### src/rtl/mosaic_pkg.sv
// rtl/mosaic_pkg.sv - shared scan states, default dimensions and address helper for the mosaic scan generator
package mosaic_pkg;

  typedef enum logic [1:0] {IDLE, SCAN, PAUSE, DONE} scan_state_t;

  localparam int DEF_IMG_W  = 8;
  localparam int DEF_IMG_H  = 8;
  localparam int DEF_TILE_W = 4;
  localparam int DEF_TILE_H = 4;

  // Counter width that stays at least one bit even for a single-position range.
  function automatic int cnt_w(input int n);
    return (n > 1) ? $clog2(n) : 1;
  endfunction

  function automatic logic [31:0] pix_addr(input logic [31:0] x, input logic [31:0] y,
                                           input logic [31:0] img_w);
    return y * img_w + x;
  endfunction

endpackage

### src/rtl/mosaic_tile_counter.sv
// rtl/mosaic_tile_counter.sv - nested px/py/tx/ty counter walking tiles in tile-major order
module mosaic_tile_counter
  import mosaic_pkg::*;
#(
  parameter int TILE_W  = DEF_TILE_W,
  parameter int TILE_H  = DEF_TILE_H,
  parameter int TILES_X = DEF_IMG_W / DEF_TILE_W,
  parameter int TILES_Y = DEF_IMG_H / DEF_TILE_H
) (
  input  logic                        clk,
  input  logic                        rst,
  input  logic                        adv,
  output logic [cnt_w(TILE_W)-1:0]    px,
  output logic [cnt_w(TILE_H)-1:0]    py,
  output logic [cnt_w(TILES_X)-1:0]   tx,
  output logic [cnt_w(TILES_Y)-1:0]   ty,
  output logic                        tile_last,
  output logic                        frame_last
);

  localparam int PX_W = cnt_w(TILE_W);
  localparam int PY_W = cnt_w(TILE_H);
  localparam int TX_W = cnt_w(TILES_X);
  localparam int TY_W = cnt_w(TILES_Y);

  logic [PX_W-1:0] px_q, px_d;
  logic [PY_W-1:0] py_q, py_d;
  logic [TX_W-1:0] tx_q, tx_d;
  logic [TY_W-1:0] ty_q, ty_d;
  logic px_max, py_max, tx_max, ty_max;

  assign px_max = (px_q == PX_W'(TILE_W - 1));
  assign py_max = (py_q == PY_W'(TILE_H - 1));
  assign tx_max = (tx_q == TX_W'(TILES_X - 1));
  assign ty_max = (ty_q == TY_W'(TILES_Y - 1));

  // Wrap each level by comparing to its maximum so non power-of-two sizes count correctly.
  always_comb begin
    px_d = px_q;
    py_d = py_q;
    tx_d = tx_q;
    ty_d = ty_q;
    if (adv) begin
      if (!px_max) begin
        px_d = px_q + 1'b1;
      end else begin
        px_d = '0;
        if (!py_max) begin
          py_d = py_q + 1'b1;
        end else begin
          py_d = '0;
          if (!tx_max) begin
            tx_d = tx_q + 1'b1;
          end else begin
            tx_d = '0;
            ty_d = ty_max ? '0 : ty_q + 1'b1;
          end
        end
      end
    end
  end

  always_ff @(posedge clk or posedge rst) begin
    if (rst) begin
      px_q <= '0;
      py_q <= '0;
      tx_q <= '0;
      ty_q <= '0;
    end else begin
      px_q <= px_d;
      py_q <= py_d;
      tx_q <= tx_d;
      ty_q <= ty_d;
    end
  end

  assign px         = px_q;
  assign py         = py_q;
  assign tx         = tx_q;
  assign ty         = ty_q;
  assign tile_last  = px_max && py_max;
  assign frame_last = px_max && py_max && tx_max && ty_max;

endmodule

### src/rtl/mosaic_scan_gen.sv
// rtl/mosaic_scan_gen.sv - tile-major pixel address generator with valid/ready output and done pulse
// Optional MOSAIC_SCAN_STALL_CNT_EN adds a saturating 16-bit stall_cnt output.
module mosaic_scan_gen
  import mosaic_pkg::*;
#(
  parameter int IMG_W  = DEF_IMG_W,
  parameter int IMG_H  = DEF_IMG_H,
  parameter int TILE_W = DEF_TILE_W,
  parameter int TILE_H = DEF_TILE_H,
  parameter int ADDR_W = $clog2(IMG_W * IMG_H)
) (
  input  logic                     clk,
  input  logic                     reset,
  input  logic                     en,
  input  logic                     out_ready,
  output logic                     out_valid,
  output logic [ADDR_W-1:0]        out_addr,
  output logic [$clog2(IMG_W)-1:0] out_x,
  output logic [$clog2(IMG_H)-1:0] out_y,
  output logic                     tile_last,
  output logic                     frame_last,
`ifdef MOSAIC_SCAN_STALL_CNT_EN
  output logic [15:0]              stall_cnt,
`endif
  output logic                     done
);

  localparam int X_W     = $clog2(IMG_W);
  localparam int Y_W     = $clog2(IMG_H);
  localparam int TILES_X = IMG_W / TILE_W;
  localparam int TILES_Y = IMG_H / TILE_H;

  if ((IMG_W % TILE_W) != 0 || (IMG_H % TILE_H) != 0) begin : g_bad_dims
    $fatal(1, "mosaic_scan_gen: image dimensions must be multiples of tile dimensions");
  end

  logic [cnt_w(TILE_W)-1:0]  cnt_px;
  logic [cnt_w(TILE_H)-1:0]  cnt_py;
  logic [cnt_w(TILES_X)-1:0] cnt_tx;
  logic [cnt_w(TILES_Y)-1:0] cnt_ty;
  logic cnt_tile_last, cnt_frame_last;
  logic load, clear, xfer;
  logic [31:0] x_full, y_full;

  scan_state_t       state_q, state_d;
  logic              out_valid_q, out_valid_d;
  logic [ADDR_W-1:0] out_addr_q, out_addr_d;
  logic [X_W-1:0]    out_x_q, out_x_d;
  logic [Y_W-1:0]    out_y_q, out_y_d;
  logic              tile_last_q, tile_last_d;
  logic              frame_last_q, frame_last_d;
  logic              done_q, done_d;
`ifdef MOSAIC_SCAN_STALL_CNT_EN
  logic [15:0]       stall_cnt_q, stall_cnt_d;
`endif

  // The counter always holds the next coordinate to present, so it advances on each load.
  mosaic_tile_counter #(
    .TILE_W  (TILE_W),
    .TILE_H  (TILE_H),
    .TILES_X (TILES_X),
    .TILES_Y (TILES_Y)
  ) u_cnt (
    .clk        (clk),
    .rst        (reset),
    .adv        (load),
    .px         (cnt_px),
    .py         (cnt_py),
    .tx         (cnt_tx),
    .ty         (cnt_ty),
    .tile_last  (cnt_tile_last),
    .frame_last (cnt_frame_last)
  );

  always_comb begin
    state_d      = state_q;
    out_valid_d  = out_valid_q;
    out_addr_d   = out_addr_q;
    out_x_d      = out_x_q;
    out_y_d      = out_y_q;
    tile_last_d  = tile_last_q;
    frame_last_d = frame_last_q;
    done_d       = 1'b0;
    load         = 1'b0;
    clear        = 1'b0;
    xfer         = out_valid_q & out_ready;
    x_full       = 32'(cnt_tx) * 32'(TILE_W) + 32'(cnt_px);
    y_full       = 32'(cnt_ty) * 32'(TILE_H) + 32'(cnt_py);

    case (state_q)
      IDLE, PAUSE: begin
        if (en) begin
          load    = 1'b1;
          state_d = SCAN;
        end
      end
      SCAN: begin
        if (xfer) begin
          if (frame_last_q) begin
            state_d = DONE;
            done_d  = 1'b1;
            clear   = 1'b1;
          end else if (en) begin
            load = 1'b1;
          end else begin
            state_d = PAUSE;
            clear   = 1'b1;
          end
        end
      end
      default: ;
    endcase

    if (load) begin
      out_valid_d  = 1'b1;
      out_addr_d   = ADDR_W'(pix_addr(x_full, y_full, 32'(IMG_W)));
      out_x_d      = X_W'(x_full);
      out_y_d      = Y_W'(y_full);
      tile_last_d  = cnt_tile_last;
      frame_last_d = cnt_frame_last;
    end else if (clear) begin
      out_valid_d  = 1'b0;
      out_addr_d   = '0;
      out_x_d      = '0;
      out_y_d      = '0;
      tile_last_d  = 1'b0;
      frame_last_d = 1'b0;
    end
  end

`ifdef MOSAIC_SCAN_STALL_CNT_EN
  always_comb begin
    stall_cnt_d = stall_cnt_q;
    if (out_valid_q && !out_ready && stall_cnt_q != 16'hFFFF) begin
      stall_cnt_d = stall_cnt_q + 16'd1;
    end
  end
`endif

  always_ff @(posedge clk or posedge reset) begin
    if (reset) begin
      state_q      <= IDLE;
      out_valid_q  <= 1'b0;
      out_addr_q   <= '0;
      out_x_q      <= '0;
      out_y_q      <= '0;
      tile_last_q  <= 1'b0;
      frame_last_q <= 1'b0;
      done_q       <= 1'b0;
`ifdef MOSAIC_SCAN_STALL_CNT_EN
      stall_cnt_q  <= '0;
`endif
    end else begin
      state_q      <= state_d;
      out_valid_q  <= out_valid_d;
      out_addr_q   <= out_addr_d;
      out_x_q      <= out_x_d;
      out_y_q      <= out_y_d;
      tile_last_q  <= tile_last_d;
      frame_last_q <= frame_last_d;
      done_q       <= done_d;
`ifdef MOSAIC_SCAN_STALL_CNT_EN
      stall_cnt_q  <= stall_cnt_d;
`endif
    end
  end

  assign out_valid  = out_valid_q;
  assign out_addr   = out_addr_q;
  assign out_x      = out_x_q;
  assign out_y      = out_y_q;
  assign tile_last  = tile_last_q;
  assign frame_last = frame_last_q;
  assign done       = done_q;
`ifdef MOSAIC_SCAN_STALL_CNT_EN
  assign stall_cnt  = stall_cnt_q;
`endif

endmodule
### config.mk
export PLATFORM = sky130hd
export DESIGN_NAME = mosaic_scan_gen
export DESIGN_NICKNAME = d
export VERILOG_FILES = /design/src/rtl/mosaic_pkg.sv /design/src/rtl/mosaic_tile_counter.sv /design/src/rtl/mosaic_scan_gen.sv
export SDC_FILE = /design/constraint.sdc
export NUM_CORES = 1
export LEC_CHECK = 0
export CAP_MARGIN = 20
export CORE_UTILIZATION = 40
export DETAILED_ROUTE_END_ITERATION = 12
export PLACE_DENSITY = 0.66
export SYNTH_ARGS = -nofsm -noshare
export SYNTH_HDL_FRONTEND = slang
export SYNTH_SLANG_ARGS = --single-unit
### constraint.sdc
create_clock -name clk -period 1.5 [get_ports clk]
set_input_delay 0.3 -clock clk [delete_from_list [all_inputs] [get_ports clk]]
set_output_delay 0.3 -clock clk [all_outputs]
set_load 0.01 [all_outputs]
==> flow_metrics.env, run 1 <==
export IMPL_run_status="finished, final reports clean"
export IMPL_r2r_slack_ps=100
export IMPL_power_switching_mw=0.510
export IMPL_drive_gt1_share_pct=35.9
export IMPL_clock_skew_final_ps=0.866
export IMPL_startpoint="done$_DFF_PP0_"
export IMPL_die_area_um2=2380
export IMPL_post_route_period_util_pct=96.0
export IMPL_layout_min_cycle_time_ps=1440
export IMPL_maxSlewViolCount=0
export IMPL_clk_latency_ps=280
export IMPL_min_path_type="input pin to async pin"
export IMPL_power_total_mw=1.64
export IMPL_finalSetupTns_ps=0
export IMPL_required_ps=1200
export IMPL_area_growth_pct=31.6
export IMPL_seqPwrFrac_pct=44.8
export IMPL_grt_use_total_pct=14.7
export IMPL_ir_drop_uv=741
export IMPL_globalplace_congestion=0.760
export IMPL_syn_inst=66
export IMPL_yosysWarnings=0
export IMPL_synthDistinctLibCells=26
export IMPL_ys_ff_latch=18
export IMPL_crit_path_end_kind="primary output"
export IMPL_p_leak_nw=0.632
export IMPL_io_buffers=19
export IMPL_wl_um=1590
export IMPL_die_w_um=48.8
export IMPL_intPower_mw=1.13
export IMPL_cts_tree="yes"
export IMPL_grt_pass1_wl_um=2690
export IMPL_antenna_found_initial=0
export IMPL_die_y_um=48.8
export IMPL_slowest_stage="clkdlybuf4s50_1"
export IMPL_path_cells="clkdlybuf4s50_1"
export IMPL_synth_seq_area_share_pct=51.5
export IMPL_fin_nets=99
export IMPL_wl_per_cell_um=13.3
export IMPL_synth_area_per_cell_um2=13.3
export IMPL_rows=16
export IMPL_max_cap_violations=0
export IMPL_postSynthNetCount=72
export IMPL_setup_viol=0
export IMPL_hold_viol=0
export IMPL_max_stage_delay_ps=520
export IMPL_antenna_left=0
export IMPL_path_buf_inv=1
export IMPL_start_kind="flop"
export IMPL_drt_vias_per_instance=4.95
export IMPL_vias=589
export IMPL_grt_overflow=0
export IMPL_swShare_pct=31.1
export IMPL_r2r_start="state_q[1]$_DFFE_PP0P_"
export IMPL_crit_family="buffers and inverters"
export IMPL_dpl_hpwl_um=1160
export IMPL_first_global_vias=608
export IMPL_initial_core_util_pct=43.7
export IMPL_grt_max_degree=19
export IMPL_cts_hold_buf=0
export IMPL_crit_path_max_fanout=1
export IMPL_fp_coreArea_um2=2000
export IMPL_worst_ep_arrival_time_ps=1140
export IMPL_rsz0062_at_grt="false"
export IMPL_p_per_area_nw_per_um2=1420
export IMPL_synthesis_area_um2=875
export IMPL_clock_path_buffers=2
export IMPL_htreeDepth=1
export IMPL_first_pass_iters=3
export IMPL_clockPowerShare_pct=18.0
export IMPL_clk_pin_slew_worst_paths_ps=110
export IMPL_drtIter0Drc=5
export IMPL_worst_pin_slew_ps=435
export IMPL_diodes=0
export IMPL_max_slew_margin_pct=71.0
export IMPL_cts_sinks=18
export IMPL_fmax_ghz=0.694
export IMPL_combPwrFrac_pct=37.1
export IMPL_crit_type="flop to primary output"
export IMPL_io_pins=20
export IMPL_numCtsBuffers=3
export IMPL_drc=0
export IMPL_cts_root_buf="clkbuf_4"
## cell families after synthesis
| family | after synthesis | synth area share, % |
|---|---|---|
| multiplexers | 5 | 8.58 |
| XOR/XNOR | 2 | 2.00 |
| buffers and inverters | 9 | 8.15 |
| flip-flops | 18 | 51.5 |
| AO/OA/AOI/OAI | 16 | 15.9 |
| adder cells (fa/ha/maj) | 2 | 2.86 |
| AND/OR/NAND/NOR | 14 | 11.0 |
## final timing paths
check | cells after the start | to
setup / recovery | 1 | done
hold / removal | 3 | out_y[2]$_DFFE_PP0P_
setup reg to reg | 3 | u_cnt.px[0]$_DFFE_PP0P_
hold reg to reg | 1 | tile_last$_DFFE_PP0P_
max in group asynchronous | 3 | out_valid$_DFFE_PP0P_
min in group clk | 1 | tile_last$_DFFE_PP0P_
## synthesized netlist by cell type
library cell / n / area [um2]
dfrtp_1: 18 / 450
a22o_2: 6 / 60.1
buf_4: 6 / 45.0
nor2_1: 4 / 15.0
a21oi_1: 3 / 15.0
buf_6: 2 / 22.5
ha_1: 2 / 25.0
mux2_2: 2 / 22.5
mux2_4: 2 / 30.0
nand2_1: 2 / 7.51
nor2b_1: 2 / 12.5
o21ai_0: 2 / 10.0
xor2_1: 2 / 17.5
a21boi_4: 1 / 18.8
a21o_1: 1 / 7.51
a21o_2: 1 / 8.76
a32o_1: 1 / 10.0
and3_1: 1 / 6.26
and3b_2: 1 / 10.0
inv_1: 1 / 3.75
mux2i_4: 1 / 22.5
nand2b_1: 1 / 6.26
nand3_1: 1 / 5.00
nand4_1: 1 / 6.26
nand4bb_4: 1 / 27.5
o22a_1: 1 / 8.76
## metal layers
layer	up-vias	share of wire (%)	track usage, %
met2	7	53	25.7
met5	-	0	0
met4	0	0	2.94
met1	300	45	18.5
met3	0	2.5	3.14
li1	282	-	-
## metrics by stage
step	hold slack (ps)	instances	utilization [%]	setup slack, ps	instance area [um2]
after floorplan	239	66	-	126	875
after global placement	493	112	54.5	-260	1090
after detailed placement	487	112	54.5	-288	1090
after CTS	327	119	56.8	0.155	1140
after global routing	348	119	57.5	23.0	1150
final	314	119	57.5	60.1	1150
## placed cells by master, fill, tap and decap left out, types with 2 or more instances in the layout
cell type / Yosys / final
mux2_4: 2 / 2
dfrtp_1: 18 / 17
nor2_1: 4 / 4
nor2b_1: 2 / 2
dlymetal6s2s_1: 0 / 3
dlygate4sd2_1: 0 / 12
a21oi_2: 0 / 2
clkdlybuf4s50_1: 0 / 4
ha_1: 2 / 2
clkbuf_4: 0 / 3
xor2_1: 2 / 2
o21ai_0: 2 / 2
mux2_2: 2 / 2
nand2_1: 2 / 2
a22o_2: 6 / 6
buf_4: 6 / 11
## power by group through the flow
| stage | sequential [mW] | clock, mW | combinational, mW |
|---|---|---|---|
| after floorplan | 0.751 | 0 | 0.405 |
| after global placement | 0.751 | 0 | 0.641 |
| after detailed placement | 0.759 | 0 | 0.650 |
| after CTS | 0.736 | 0.301 | 0.618 |
| after global routing | 0.758 | 0.320 | 0.665 |
| final | 0.735 | 0.296 | 0.608 |
## registers in the layout, summed over array words and instances (netlist names)
signal / flops
out_y: 1
done: 1
u_cnt.py: 2
u_cnt.px: 2
frame_last: 1
state_q: 2
u_cnt.ty: 1
out_valid: 1
tile_last: 1
out_addr: 5
u_cnt.tx: 1
## cell type report
class	count	area, um2
Clock buffer	4	36.3
Fill cell	183	851
Tap cell	27	33.8
Sequential cell	18	452
Inverter	1	3.75
Multi-Input combinational cell	39	360
Timing Repair Buffer	30	265
## timing repair
item	CTS	global route
endpoints found under the setup margin	14	7
resized for setup	13	5
setup buffers	3	0
Power figures use the tool's default switching activity.
==> run 2: changes to the inputs <==
Settings changed: CAP_MARGIN 20 to 40, CTS_CLUSTER_SIZE set to 10.
==> results of run 2 <==
Same layout as run 1: the final DEF is identical, and so are final timing and power.
==> run 3: changes to the inputs <==
Settings changed: PLACE_DENSITY 0.66 to 0.63.
==> run 3 against run 2 <==
Effect of this change:
- clock skew is 6.2 ps higher
- non-clock buffer count decreased by 2
- largest cell class unchanged
- die area is the same
- count of clock-buffer cells in the layout did not move
- via count down 3.6%
- register-to-register slack lost 40 ps
- first-iteration DRC count down 20%
- critical path depth rose by 3
==> flow_metrics.env, run 3 (synthesis results as in run 1) <==
export IMPL_run_status="finished, final reports clean"
export IMPL_p_leak_nw=0.631
export IMPL_r2r_start="frame_last$_DFFE_PP0P_"
export IMPL_wl_per_cell_um=12.8
export IMPL_crit_type="flop to flop"
export IMPL_numCtsBuffers=3
export IMPL_wl_met1_um=658
export IMPL_io_buffers=19
export IMPL_first_pass_iters=4
export IMPL_grt_max_degree=19
export IMPL_fillers=170
export IMPL_drc=0
export IMPL_area_growth_pct=30.2
export IMPL_grt_use_total_pct=14.2
export IMPL_seqCellArea_um2=452
export IMPL_maxSlewViolCount=0
export IMPL_vias=568
export IMPL_power_switching_mw=0.506
export IMPL_drtIter0Drc=4
export IMPL_die_w_um=48.8
export IMPL_setup_viol=0
export IMPL_crit_path_end_kind="flop"
export IMPL_top_layer="met3"
export IMPL_required_ps=1680
export IMPL_rows=16
export IMPL_worst_ep_arrival_time_ps=1630
export IMPL_fin_util_pct=56.9
export IMPL_clk_latency_ps=290
export IMPL_max_stage_delay_ps=400
export IMPL_first_global_vias=559
export IMPL_clockPowerShare_pct=18.3
export IMPL_antenna_found_initial=0
export IMPL_wl_met3_um=91
export IMPL_dpl_hpwl_um=1060
export IMPL_layout_commonest_cell="dfrtp_1"
export IMPL_seqPwrFrac_pct=45.2
export IMPL_path_buf_inv=1
export IMPL_min_path_type="input pin to async pin"
export IMPL_swShare_pct=31.2
export IMPL_largest_reg_flops=5
export IMPL_startpoint="frame_last$_DFFE_PP0P_"
export IMPL_antenna_left=0
export IMPL_worst_pin_slew_ps=449
export IMPL_max_cap_violations=0
export IMPL_htreeDepth=1
export IMPL_cts_sinks=18
export IMPL_grt_pass1_wl_um=2550
export IMPL_drt_vias_per_instance=4.85
export IMPL_slowest_stage="dfrtp_1"
export IMPL_final_cell_mix="dfrtp_1, dlygate4sd2_1, buf_4, a22o_2, nor2_1"
export IMPL_die_y_um=48.8
export IMPL_rsz0062_at_grt="true"
export IMPL_final_cells=117
export IMPL_cts_tree="yes"
export IMPL_ir_drop_uv=980
export IMPL_crit_path_max_fanout=4
export IMPL_initial_core_util_pct=43.7
export IMPL_fin_nets=97
export IMPL_fp_coreArea_um2=2000
export IMPL_start_kind="flop"
export IMPL_dp_cells=111
export IMPL_p_per_area_nw_per_um2=1420
export IMPL_diodes=0
export IMPL_crit_family="flip-flops"
export IMPL_drive_gt1_share_pct=34.4
export IMPL_intPower_mw=1.11
export IMPL_max_slew_margin_pct=70.1
export IMPL_cts_root_buf="clkbuf_4"
export IMPL_clk_pin_slew_worst_paths_ps=100
export IMPL_grt_overflow=0
export IMPL_post_route_period_util_pct=96.3
export IMPL_die_area_um2=2380
export IMPL_combPwrFrac_pct=36.4
export IMPL_clock_path_buffers=2
export IMPL_fmax_ghz=0.692
export IMPL_whs_ps=307
export IMPL_dr_wl_met2_um=742
export IMPL_clock_skew_final_ps=7.03
export IMPL_hold_viol=0
export IMPL_globalplace_congestion=0.710
export IMPL_layout_min_cycle_time_ps=1440
export IMPL_wl_um=1490
export IMPL_path_cells="buf_4 -> nand4bb_4 -> a21oi_2 -> mux2_2"
export IMPL_multi_input_area_um2=360
export IMPL_io_pins=20
==> run 3: per-layer routing <==
layer	track usage, %	vias to the layer above
met5	0	-
met4	2.94	0
met3	4.72	0
met2	24.1	17
met1	17.4	272
li1	-	279
==> run 3: per-stage QoR <==
stage / total power, mW / TNS (ps) / instance area, um2 / setup slack, ps
after floorplan: 1.16 / 0 / 875 / 126
after global placement: 1.37 / -2160 / 1080 / -193
after detailed placement: 1.39 / -2440 / 1080 / -227
after CTS: 1.64 / 0 / 1120 / 4.45
after global routing: 1.74 / -25.4 / 1140 / -12.7
final: 1.62 / 0 / 1140 / 55.7
==> run 3: repair_timing <==
| action | 4_1_cts | 5_1_grt |
|---|---|---|
| endpoints found under the setup margin | 14 | 7 |
| hold buffers | 0 | 0 |
| setup buffers | 2 | 0 |
| gates resized for setup | 14 | 6 |
| cloned | 0 | 0 |
==> run 3: final timing paths <==
kind / to / depth (start not counted) / slack (ps)
max: u_cnt.py[0]$_DFFE_PP0P_ / 4 / 60
min: out_addr[0]$_DFFE_PP0P_ / 3 / 310
max reg2reg: u_cnt.py[0]$_DFFE_PP0P_ / 4 / 60
min reg2reg: tile_last$_DFFE_PP0P_ / 1 / 480
max in group asynchronous: out_valid$_DFFE_PP0P_ / 3 / 980
min in group clk: tile_last$_DFFE_PP0P_ / 1 / 480
==> run 3: worst register-to-register path, cell delays in order (launching register included) <==
cell,delay [ps]
dfrtp_1,400
buf_4,150
nand4bb_4,230
a21oi_2,210
mux2_2,350
==> run 3: area by class of cell <==
cell class / instances / area share, %
clock buffers: 4 / 3.19
multi-input cells: 39 / 31.6
repair buffers: 28 / 22.2
flip-flops and latches: 18 / 39.7
well taps: 27 / 2.97
inverters: 1 / 0.330
==> run 3: power by group through the flow <==
stage,Sequential (mW),Clock [mW],Combinational [mW]
2_1_floorplan,0.751,0,0.405
3_5_place_dp,0.759,0,0.630
5_1_grt,0.756,0.331,0.650
6_report,0.733,0.297,0.590
4_1_cts,0.734,0.310,0.595
3_3_place_gp,0.751,0,0.622
==> variant 1, RTL diff (config.mk and constraints of run 2) <==
Make the reset (`reset` and `rst`) synchronous in 2 clocked blocks.
--- a/src/rtl/mosaic_tile_counter.sv
+++ b/src/rtl/mosaic_tile_counter.sv
@@ -60,7 +60,7 @@
     end
   end
 
-  always_ff @(posedge clk or posedge rst) begin
+  always_ff @(posedge clk) begin
     if (rst) begin
       px_q <= '0;
       py_q <= '0;
--- a/src/rtl/mosaic_scan_gen.sv
+++ b/src/rtl/mosaic_scan_gen.sv
@@ -137,7 +137,7 @@
   end
 `endif
 
-  always_ff @(posedge clk or posedge reset) begin
+  always_ff @(posedge clk) begin
     if (reset) begin
       state_q      <= IDLE;
       out_valid_q  <= 1'b0;
Behaviour: differs if reset is asserted again (counterexample within 4 cycles, from zero or initial values and one cycle with reset high); with reset held inactive, the same outputs for 10 cycles.
==> variant 1 against run 2 <==
Register-to-register slack gained 0.04 ns. Final area is 1.4% lower. Wire length increased by 4.9%. Clock skew rose by 0.012 ns. Worst setup slack worse by 0.027 ns. Utilization decreased by 0.24 points. Synthesized cell count is 20% higher. Sequential cell count did not move. Worst hold slack improved by 0.18 ns. Synthesized area fell by 3.0%. Count of clock-buffer cells in the layout is the same. First-iteration DRC count rose by 120%. Largest cell class is now multi-input combinational cells.
Power is not compared: it rests on default switching activity, and its combinational part moved more than twofold at a synthesized area within 25%.
==> variant 1: results (changes against run 2) <==
* Number of port buffers at 19 (unchanged)
* Total Nets Final at 110 (was 99)
* Iter 0 DRT Violations at 11 (was 5)
* P_leak at 0.562 nW
* Largest stage delay on the critical path at 0.55 ns (was 0.52 ns)
* Vias in the first global route at 571 (was 608)
* Root Driver: clkbuf_4 (unchanged)
* Run status: completed (unchanged)
* DP Worst Slack at -0.294 ns (was -0.288 ns)
* Metal-1 WL at 790 um (was 710 um)
* Highest-delay cell along the critical path: clkdlybuf4s50_1 (unchanged)
* Post-Route WL at 1670 um (was 1590 um)
* Worst IR Drop VDD at 0.633 mV
* Initial antenna violation count at 0 (unchanged)
* Worst-path clk slew at 0.11 ns (about the same)
* GR Layer Usage met1 at 20.9% (was 18.5%)
* Worst-skew pair later-pin latency at 0.30 ns (was 0.28 ns)
* CP Capture Point: u_cnt.px[0]$_SDFFE_PP0P_ (was done)
* FF-to-FF setup slack at 0.14 ns (was 0.10 ns)
* Top post-synthesis cells by count: dfxtp_1, a21oi_1, a22o_2, buf_4, nor2b_1 (was dfrtp_1, a22o_2, buf_4, nor2_1, a21oi_1)
* Synth warnings at 0 (unchanged)
* DP HPWL at 1220 um (was 1160 um)
* Final Wtd Congestion at 0.765 (was 0.760)
* First drt pass iteration count at 4 (was 3)
* Share of layout cells above drive strength 1 at 34.0% (was 35.9%)
* Slew margin rel. at 76.3% (was 71.0%)
* Top sig layer: met4 (was met3)
* Crit path DAT at 1.65 ns (was 1.14 ns)
* Max reg flops at 5 (unchanged)
* Top_reg_cell synth: dfxtp_1 (was dfrtp_1)
* Top cell type's share of synthesized area at 42.5% (was 51.5%)
* First-pass GRT wire length at 2590 um (was 2690 um)
* Fillers at 189 (was 183)
* Seq/Total Area, Yosys at 42.5% (was 51.5%)
* Post CTS Setup Buffer Count at 0 (was 3)
* Top post-synthesis cells by area: dfxtp_1, a22o_2, buf_4, mux2_2, nor2b_1 (was dfrtp_1, a22o_2, buf_4, mux2_4, nand4bb_4)
* Max Fanout on Critical Path at 6 (was 1)
* TritonCTS Buffers at 3 (unchanged)
* Antenna diode count at 0 (unchanged)
* Max Root-Sink Buffers at 2 (unchanged)
* Via density at 4.95 (about the same)
* CP Launch Point: out_ready (was done$_DFF_PP0_)
* Wire length on met3 at 49 um (was 40 um)
* H-tree levels at 1 (unchanged)
* Unique masters post-synth at 29 (was 26)
* Met2 Use GR at 26.8% (was 25.7%)
* Metal2 WL at 817 um (was 837 um)
* Final Skew at 0.0126 ns (was 0.000866 ns)
* GR Layer Usage met3 at 6.79% (was 3.14%)
* Worst Reg2Reg Path Length in Cells at 3 (unchanged)
* Period utilization at 97.8% (was 96.0%)
* Total GRT Usage at 16.8% (was 14.7%)
* Post-synth ARST share at 0% (was 100%)
* FF-to-FF Start: frame_last$_SDFFE_PP0P_ (was state_q[1]$_DFFE_PP0P_)
* Largest net degree at the start of global routing at 11 (was 19)
* Syn nets at 85 (was 72)
* HP Class: reg -> reg (was in -> async)
-- variant 1: cell types whose count changed in the layout (fill, tap and decap cells not counted), moves of 3 or more --
cell / change
a21oi_1: +3
nand2b_1: +3
dfxtp_1: +15
dfrtp_1: -17
nor2b_1: +3
-- variant 1: final cells by class --
class / count / area, um2 / share of cell area (%)
clock buffer: 4 / 36.3 / 3.20
inverter: 3 / 11.3 / 0.992
multi-input combinational: 49 / 425 / 37.5
sequential: 18 / 367 / 32.3
tap: 27 / 33.8 / 2.98
timing repair buffer: 29 / 262 / 23.0
-- variant 1: repair_timing --
| action | 4_1_cts | 5_1_grt |
|---|---|---|
| hold endpoints to repair | 0 | 0 |
| setup endpoints to repair | 12 | 11 |
| gates resized for setup | 15 | 7 |
-- variant 1: worst max-delay path, delay by kind of cell --
kind,cells,cell delay (ns)
buffers and inverters,1,0.55
muxes,1,0.35
AOI/OAI and AO/OA,1,0.24
and+or+nand+nor,1,0.20
-- variant 1: cells by family after synthesis --
group	Yosys count	share of synthesized area (%)
multiplexers	6	7.67
AND/OR/NAND/NOR	22	18.9
buffers and inverters	12	9.00
adder cells (fa/ha/maj)	2	2.95
AO/OA/AOI/OAI	19	19.0
flip-flops	18	42.5
-- variant 1: worst min-delay path by stage --
stage                      startpoint                 endpoint  slack, ns  cells past startpoint
5_1_grt        tile_last$_SDFFE_PP0P_   tile_last$_SDFFE_PP0P_       0.52                      1
2_1_floorplan                      en  state_q[0]$_SDFFE_PP0P_       0.42                      2
3_5_place_dp   tile_last$_SDFFE_PP0P_   tile_last$_SDFFE_PP0P_       0.48                      1
4_1_cts        tile_last$_SDFFE_PP0P_   tile_last$_SDFFE_PP0P_       0.50                      1
3_3_place_gp   tile_last$_SDFFE_PP0P_   tile_last$_SDFFE_PP0P_       0.47                      1
6_report       tile_last$_SDFFE_PP0P_   tile_last$_SDFFE_PP0P_       0.49                      1
-- variant 1: where the power goes --
part           internal [mW]  total, mW  switching, mW
clock                  0.148      0.296          0.148
sequential             0.490      0.503         0.0131
combinational         0.0601      0.117         0.0567
total                  0.698      0.916          0.218
-- variant 1: stage by stage --
stage / TNS, ns / cells / utilization (%) / area (um2) / power, mW
4_1_cts: 0 / 130 / 56.1 / 1110 / 0.919
5_1_grt: -0.0353 / 130 / 57.3 / 1130 / 0.959
2_1_floorplan: 0 / 79 / - / 848 / 0.581
6_report: 0 / 130 / 57.3 / 1130 / 0.916
3_3_place_gp: -2.82 / 126 / 54.6 / 1080 / 0.626
3_5_place_dp: -3.53 / 126 / 54.6 / 1080 / 0.629
==> variant 2, RTL diff (flow settings as in run 2) <==
Without the edit above. The package constant `DEF_IMG_H` goes from 8 to 16.
--- a/src/rtl/mosaic_pkg.sv
+++ b/src/rtl/mosaic_pkg.sv
@@ -4,7 +4,7 @@
   typedef enum logic [1:0] {IDLE, SCAN, PAUSE, DONE} scan_state_t;
 
   localparam int DEF_IMG_W  = 8;
-  localparam int DEF_IMG_H  = 8;
+  localparam int DEF_IMG_H  = 16;
   localparam int DEF_TILE_W = 4;
   localparam int DEF_TILE_H = 4;
 
Interface: changed (resized out_addr and out_y); port bits go from 20 to 22. No check against the original RTL was run, so the function may have changed too.
==> variant 2 against run 2 <==
Cell count increased by 2.5%. Register-to-register slack worse by 0.06 ns. Die area is 8.6% higher. Worst setup slack worse by 0.019 ns. Wire length up 2.2%. Power rose by 16%. Synthesized area rose by 9.0%. Count of clock-buffer cells in the layout down 1. Final area grew 5.7%. Critical endpoint is now u_cnt.ty[0]$_DFFE_PP0P_. First-iteration DRC count increased by 60%. Sequential cell count rose by 2. Worst hold slack worse by 0.0018 ns. Clock power decreased by 16%.
==> variant 2: results (changes against run 2) <==
* WL/cell at 13.3 um (about the same)
* DP Worst Slack at -0.251 ns (was -0.288 ns)
* Worst-skew pair later-pin latency at 0.30 ns (was 0.28 ns)
* Psw at 0.651 mW (was 0.510 mW)
* Metal-1 WL at 740 um (was 710 um)
* Worst-margin pin slew at 0.529 ns (was 0.435 ns)
* Syn nets at 78 (was 72)
* Metal2 WL at 772 um (was 837 um)
* Area after DPL at 1170 um2 (was 1090 um2)
* P_leak at 0.649 nW (was 0.632 nW)
* Total Nets Final at 103 (was 99)
* Wire length on met3 at 56 um (was 40 um)
* Vias at 631 (was 589)
* Final Wtd Congestion at 0.709 (was 0.760)
* Via density at 5.17 (was 4.95)
* Largest net degree at the start of global routing at 21 (was 19)
* Top post-synthesis cells by area: dfrtp_1, a22o_2, buf_4, mux2_2, ha_1 (was dfrtp_1, a22o_2, buf_4, mux2_4, nand4bb_4)
* Max Fanout on Critical Path at 5 (was 1)
* FF-to-FF Start: frame_last$_DFFE_PP0P_ (was state_q[1]$_DFFE_PP0P_)
* Clock group at 0.250 mW (was 0.296 mW)
* GR Layer Usage met1 at 19.1% (was 18.5%)
* Synth Register Bits at 20 (was 18)
* Total GRT Usage at 15.2% (was 14.7%)
* Share of layout cells above drive strength 1 at 35.1% (was 35.9%)
* Crit path kind: reg -> reg (was reg -> out)
* First-pass GRT wire length at 2780 um (was 2690 um)
* Crit path DAT at 1.65 ns (was 1.14 ns)
* GR Layer Usage met3 at 2.68% (was 3.14%)
* PostCTS Resize Cnt at 19 (was 13)
* Iter 0 DRT Violations at 8 (was 5)
* Top sig layer: met4 (was met3)
* XOR/XNOR share of the synthesized area at 0.919% (was 2.00%)
* Number of port buffers at 21 (was 19)
* Worst IR Drop VDD at 0.972 mV (was 0.741 mV)
* TritonCTS Buffers at 3 (unchanged)
* Post-Synth Adder-Cell Area at 3.94% (was 2.86%)
* Pwr Total at 1.90 mW (was 1.64 mW)
* Final Skew at 0.00519 ns (was 0.000866 ns)
* DP HPWL at 1160 um (about the same)
* Combinational cell power at 0.793 mW (was 0.608 mW)
* Met2 Use GR at 22.7% (was 25.7%)
* Vias in the first global route at 618 (was 608)
* Synth Instances at 71 (was 66)
* Seq/Total Area, Yosys at 52.5% (was 51.5%)
* Multiplexer area fraction after synthesis at 10.2% (was 8.58%)
* Max reg flops at 7 (was 5)
* Placed cells at 116 (was 112)
* Top post-synthesis cells by count: dfrtp_1, a22o_2, buf_4, a21oi_1, mux2_2 (was dfrtp_1, a22o_2, buf_4, nor2_1, a21oi_1)
* Run status: completed (unchanged)
## variant 2: worst max-delay path, stage by stage (launching register included)
cell and delay [ns]:
dfrtp_1 0.39, buf_4 0.15, nand4bb_4 0.26, a21oi_2 0.20, mux2_2 0.35
## variant 2: final timing paths
path	cells past startpoint	end	slack, ns
max in group asynchronous	3	out_valid$_DFFE_PP0P_	0.97
min reg2reg	1	tile_last$_DFFE_PP0P_	0.49
min	3	state_q[0]$_DFFE_PP0P_	0.31
max	4	u_cnt.ty[0]$_DFFE_PP0P_	0.04
max reg2reg	4	u_cnt.ty[0]$_DFFE_PP0P_	0.04
min in group clk	1	tile_last$_DFFE_PP0P_	0.49
## variant 2: layout make-up
cell class	count	area (um2)
Clock buffer	3	22.5
Fill cell	210	1020
Inverter	2	7.51
Multi-Input combinational cell	40	398
Sequential cell	20	502
Tap cell	28	35.0
Timing Repair Buffer	29	251
